===== src/rtl/seven_seg_scan_ctrl_pkg.sv =====
// rtl/seven_seg_scan_ctrl_pkg.sv - shared constants, types and blank rule for the digit scanner
package seven_seg_scan_ctrl_pkg;

    localparam int NUM_DIGITS           = 4;
    localparam int SLOT_W               = 2;
    localparam int NIBBLE_W             = 4;
    localparam int DEFAULT_REFRESH_DIV  = 100000;
    localparam int DEFAULT_BLINK_FRAMES = 125;

    typedef logic [SLOT_W-1:0]   slot_t;
    typedef logic [NIBBLE_W-1:0] nibble_t;

    // Blink applies to any masked slot; leading-zero blanking only to the most significant slot.
    function automatic logic slot_blank(
        input slot_t                 slot,
        input logic [NUM_DIGITS-1:0] mask,
        input logic                  phase,
        input logic                  lz,
        input nibble_t               msd
    );
        return (mask[slot] & phase) |
               ((slot == slot_t'(NUM_DIGITS - 1)) & lz & (msd == '0));
    endfunction

endpackage


===== src/rtl/seven_seg_scan_ctrl_prescaler.sv =====
// rtl/seven_seg_scan_ctrl_prescaler.sv - refresh divider producing a one-cycle slot tick
module scan_prescaler
    import seven_seg_scan_ctrl_pkg::*;
#(
    parameter int DIV = DEFAULT_REFRESH_DIV
) (
    input  logic clk,
    input  logic reset,
    output logic tick
);

    localparam int            CW   = $clog2(DIV);
    localparam logic [CW-1:0] LAST = CW'(DIV - 1);

    logic [CW-1:0] count_q;
    logic [CW-1:0] count_d;

    always_comb begin
        count_d = (count_q == LAST) ? '0 : count_q + CW'(1);
    end

    always_ff @(posedge clk) begin
        if (reset) begin
            count_q <= '0;
        end else begin
            count_q <= count_d;
        end
    end

    assign tick = (count_q == LAST);

endmodule


===== src/rtl/seven_seg_scan_ctrl.sv =====
// rtl/seven_seg_scan_ctrl.sv - four-slot display scan scheduler with frame snapshot, blink and leading-zero blank
module seven_seg_scan_ctrl
    import seven_seg_scan_ctrl_pkg::*;
#(
    parameter int REFRESH_DIV  = DEFAULT_REFRESH_DIV,
    parameter int BLINK_FRAMES = DEFAULT_BLINK_FRAMES
) (
    input  logic                  clk,
    input  logic                  reset,
    input  logic                  disp_en,
    input  logic [NIBBLE_W-1:0]   digit0,
    input  logic [NIBBLE_W-1:0]   digit1,
    input  logic [NIBBLE_W-1:0]   digit2,
    input  logic [NIBBLE_W-1:0]   digit3,
    input  logic [NUM_DIGITS-1:0] blink_mask,
    input  logic                  lz_blank_en,
    output logic [SLOT_W-1:0]     digit_sel,
    output logic [NIBBLE_W-1:0]   digit_val,
    output logic                  digit_blank,
    output logic                  frame_start
);

    localparam int             FC_W    = (BLINK_FRAMES > 1) ? $clog2(BLINK_FRAMES) : 1;
    localparam logic [FC_W-1:0] FC_LAST = FC_W'(BLINK_FRAMES - 1);

    logic tick;

    scan_prescaler #(
        .DIV (REFRESH_DIV)
    ) u_prescaler (
        .clk   (clk),
        .reset (reset),
        .tick  (tick)
    );

    slot_t                               digit_sel_q,   digit_sel_d;
    nibble_t                             digit_val_q,   digit_val_d;
    logic                                digit_blank_q, digit_blank_d;
    logic                                frame_start_q, frame_start_d;
    logic                                slot_blank_q,  slot_blank_d;
    logic                                blink_phase_q, blink_phase_d;
    logic [FC_W-1:0]                     frame_cnt_q,   frame_cnt_d;
    logic [NUM_DIGITS-1:0][NIBBLE_W-1:0] snap_q,        snap_d;
    logic [NUM_DIGITS-1:0]               mask_snap_q,   mask_snap_d;
    logic                                lz_snap_q,     lz_snap_d;
    slot_t                               next_slot;

    always_comb begin
        digit_sel_d   = digit_sel_q;
        digit_val_d   = digit_val_q;
        frame_start_d = 1'b0;
        slot_blank_d  = slot_blank_q;
        blink_phase_d = blink_phase_q;
        frame_cnt_d   = frame_cnt_q;
        snap_d        = snap_q;
        mask_snap_d   = mask_snap_q;
        lz_snap_d     = lz_snap_q;
        next_slot     = digit_sel_q + slot_t'(1);

        if (tick) begin
            digit_sel_d = next_slot;
            // Frame boundary: the new snapshot and phase must already govern slot 0 of this frame.
            if (digit_sel_q == slot_t'(NUM_DIGITS - 1)) begin
                snap_d        = {digit3, digit2, digit1, digit0};
                mask_snap_d   = blink_mask;
                lz_snap_d     = lz_blank_en;
                frame_start_d = 1'b1;
                if (frame_cnt_q == FC_LAST) begin
                    frame_cnt_d   = '0;
                    blink_phase_d = ~blink_phase_q;
                end else begin
                    frame_cnt_d = frame_cnt_q + FC_W'(1);
                end
            end
            digit_val_d  = snap_d[next_slot];
            slot_blank_d = slot_blank(next_slot, mask_snap_d, blink_phase_d, lz_snap_d,
                                      snap_d[NUM_DIGITS-1]);
        end

        digit_blank_d = ~disp_en | slot_blank_d;
    end

    // The slot flag resets high so the display stays dark until the first slot is loaded.
    always_ff @(posedge clk) begin
        if (reset) begin
            digit_sel_q   <= '0;
            digit_val_q   <= '0;
            digit_blank_q <= 1'b1;
            frame_start_q <= 1'b0;
            slot_blank_q  <= 1'b1;
            blink_phase_q <= 1'b0;
            frame_cnt_q   <= '0;
            snap_q        <= '0;
            mask_snap_q   <= '0;
            lz_snap_q     <= 1'b0;
        end else begin
            digit_sel_q   <= digit_sel_d;
            digit_val_q   <= digit_val_d;
            digit_blank_q <= digit_blank_d;
            frame_start_q <= frame_start_d;
            slot_blank_q  <= slot_blank_d;
            blink_phase_q <= blink_phase_d;
            frame_cnt_q   <= frame_cnt_d;
            snap_q        <= snap_d;
            mask_snap_q   <= mask_snap_d;
            lz_snap_q     <= lz_snap_d;
        end
    end

    assign digit_sel   = digit_sel_q;
    assign digit_val   = digit_val_q;
    assign digit_blank = digit_blank_q;
    assign frame_start = frame_start_q;

endmodule


===== config.mk =====
export PLATFORM = sky130hd
export DESIGN_NAME = seven_seg_scan_ctrl
export DESIGN_NICKNAME = d
export VERILOG_FILES = /design/src/rtl/seven_seg_scan_ctrl_pkg.sv /design/src/rtl/seven_seg_scan_ctrl_prescaler.sv /design/src/rtl/seven_seg_scan_ctrl.sv
export SDC_FILE = /design/constraint.sdc
export NUM_CORES = 1
export LEC_CHECK = 0
export ABC_AREA = 1
export BUFFER_PORTS_ARGS = -buffer_cell sky130_fd_sc_hd__buf_2
export CAP_MARGIN = 5
export CORE_UTILIZATION = 55
export CTS_BUF_LIST = sky130_fd_sc_hd__clkbuf_8
export DETAILED_ROUTE_END_ITERATION = 12
export PLACE_DENSITY = 0.83
export SLEW_MARGIN = 20
export SYNTH_ARGS = -nofsm -noshare
export SYNTH_HDL_FRONTEND = slang
export SYNTH_SLANG_ARGS = --single-unit

===== constraint.sdc =====
create_clock -name clk -period 1.9 [get_ports clk]
set_clock_uncertainty 0.1 [all_clocks]
set_input_delay 0.38 -clock clk [delete_from_list [all_inputs] [get_ports clk]]
set_output_delay 0.38 -clock clk [all_outputs]
set_load 0.02 [all_outputs]

==> metrics.md <==
| Metric | Value |
|---|---|
| Syn Area/Cell | `7.19 um^2` |
| End point of the worst hold path | `digit_blank` |
| Commonest non-fill, non-tap cell in the layout | `nand2_1` |
| Design Power | `around 1.9 mW` |
| Reg2Reg Setup Slack | `roughly 120 ps` |
| Fin. Hold Viols | `0` |
| WS Path Type | `reg -> reg` |
| Clock transition at the registers of the reported paths | `around 90 ps` |
| Drt wl/cell | `roughly 12 um` |
| Max-slew headroom | `72.0%` |
| CTS sink cnt | `55` |
| Pwr dens | `568 nW/um^2` |
| Cts repair resizes | `0` |
| Drt drc | `0` |
| MaxCap Viol Count | `0` |
| Fin cells | `518` |
| Global route total overflow | `0` |
| Setup Buffers After CTS | `0` |
| Hold Crit Class | `in -> reg` |
| Status | `finished clean` |
| Static leakage | `1.36 nW` |
| Post-route ant nets | `0` |
| Gr usage total | `roughly 23%` |
| Input/output buffers | `31` |
| DRT iter0 DRCs | `approximately 190` |
| Vias per std cell | `between 5 and 6` |
| Setup-failing EPs final | `0` |
| Post-Syn Area | `2960 um^2` |
| Fmax | `~560 MHz` |
| Fin. max-slew vios | `0` |
| Gate Count Post-Synth | `a little over 400` |
| Commonest non-fill, non-tap cells in the layout | `nand2_1, dfxtp_1, inv_1` |
| TritonRoute pass-1 iters | `4` |
| Utilization after layout | `~65%` |
| Die area | `between 5000 and 6000 um^2` |
| Reg2Reg Capture Point | `digit_blank` |
| Diode count | `0` |
| First-pass GRT wire length | `10000 um` |
| Longest Clk Path Bufs | `2` |
| Hold Path Cell Cnt | `2` |
| Area Growth Syn to Fin | `12.1%` |
| Synth Net Count | `~440` |
| Sequential cell area fraction in the yosys report | `between 30% and 40%` |
| Largest net degree at the start of global routing | `24` |
| Worst-Skew Late Latency | `between 300 and 400 ps` |
| Unrepaired setup endpoints after global routing | `false` |
| Crit-path max FO | `23` |
| Nets@finish | `477` |
| Reg-to-reg startpoint | `digit_sel[1]` |
| Root buffer cell | `clkbuf_8` |
| DR vias | `around 2700` |
| Worst hold path startpoint | `disp_en` |
| Placed Area | `between 3000 and 4000 um^2` |
| Core area | `about 5100 um^2` |
| Num CTS Buffers | `5` |
| Vias in the first global route | `2357` |
| Initial antenna violation count | `0` |
| Seq cells post-synth | `55` |
| Largest area contributor in the netlist | `dfxtp_1` |
| Crit start category | `flop` |
| Yosys cell types | `40` |
| Num rows | `26` |
| Final GP Congestion | `around 0.86` |
| Peak VDD IR | `approximately 650 uV` |
| Worst-margin pin slew | `around 420 ps` |
| Synth top area cells | `dfxtp_1, nand2_1, inv_1, o21ai_0, o22ai_2` |
| CTS tree | `built` |
| Share of cells above drive strength 1 | `between 20% and 30%` |
| Critical path arrival | `about 1900 ps` |
| Yosys warning count | `0` |
| Tcrit/Tclk final | `93.7%` |
| Critical Path RT | `about 2000 ps` |
| Placed insts | `511` |
| Share of the synthesized area in the top cell type | `between 30 and 40%` |
| Final Cell Area | `roughly 3300 um^2` |
| Setup TNS | `0 ps` |
| H-Tree Level Count | `2` |
| Critical Path End Type | `flop` |
| I/O pins | `32` |
| FF-to-FF path depth | `8` |
| DRT Wirelength | `6250 um` |
| Chip Width | `between 70 and 80 um` |
| Cts hold-fix bufs | `0` |
| Die Y | `75.4 um` |
| HPWL after DPL | `4620 um` |
| Starting Density | `around 58%` |
| Final min period | `~1800 ps` |
## final cells by class
| cell class | instances | area [um^2] |
|---|---|---|
| inverter | 57 | 223 |
| fill | 465 | 1820 |
| clock inverter | 1 | 5.00 |
| sequential | 55 | 1100 |
| multi-input combinational | 288 | 1570 |
| timing repair buffer | 41 | 246 |
| tap | 70 | 87.6 |
| clock buffer | 6 | 82.6 |
## flip-flops by register name (all words and copies together), names as in the netlist
signal / flops
lz_snap_q: 1
blink_phase_q: 1
mask_snap_q: 4
u_prescaler.count_q: 17
snap_q: 16
slot_blank_q: 1
frame_start: 1
digit_val: 4
digit_blank: 1
digit_sel: 2
frame_cnt_q: 7
## worst max-delay path by stage
stage	slack [ps]	to	depth (start not counted)	from
2_1_floorplan	120	digit_blank	10	digit_sel[0]
3_3_place_gp	160	digit_blank	10	digit_sel[1]
3_5_place_dp	110	digit_blank	10	frame_cnt_q[0]
4_1_cts	90	digit_blank	10	frame_cnt_q[0]
5_1_grt	3	u_prescaler.count_q[13]	10	u_prescaler.count_q[0]
6_report	120	digit_blank	8	digit_sel[1]
## per-layer routing
| metal | up-vias | track usage (%) | part of all wire (%) |
|---|---|---|---|
| met1 | 1252 | 30.1 | 45 |
| li1 | 1397 | - | - |
| met4 | 0 | 6.38 | 1.2 |
| met2 | 76 | 38.6 | 48 |
| met3 | 10 | 5.56 | 5.5 |
| met5 | - | 0 | 0 |
## worst max-delay path, cell delays in order, from the launching register on
cell      delay, ps
dfxtp_1         360
ha_1            240
buf_6           190
o21ai_0         330
nor2_1          120
nand3b_1        110
nand3_1          80
nand2_1         100
nand2_1          60
## per-stage QoR
step           hold slack, ps  setup slack (ps)
2_1_floorplan             317               118
3_3_place_gp              328               158
3_5_place_dp              346               109
4_1_cts                   120              89.3
5_1_grt                   113              3.43
6_report                  129               121
## power by group
group | internal, mW | switching, mW | leakage [nW]
logic | 0.0309 | 0.0386 | 0.867
clock network | 0.287 | 0.368 | 0.0470
registers | 1.16 | 0.00371 | 0.444
## cell usage after synthesis (all sizes together)
cell type,n
o21ai,34
buf,9
a21oi,22
nand3,27
dfxtp,55
xnor2,1
o211ai,4
ha,5
nand4,6
o22ai,11
xor2,4
nand2,122
nor2,32
nor4,1
clkinv,1
nor3,6
o21bai,1
and2,5
nor3b,1
inv,56
clkbuf,3
or2,2
nand3b,4
## kinds of logic (layout without fill, tap and decap cells)
group                      Yosys count  in the layout  synth area share [%]
and+or+nand+nor                    206            206                  33.4
AOI/OAI and AO/OA                   72             72                  15.8
buffers and inverters               69            105                  10.1
DFF                                 55             55                  37.2
adders and majority gates            5              5                  2.11
xor gates and xnor gates             5              5                  1.48
Note: power is estimated with default switching activity, not from simulation.
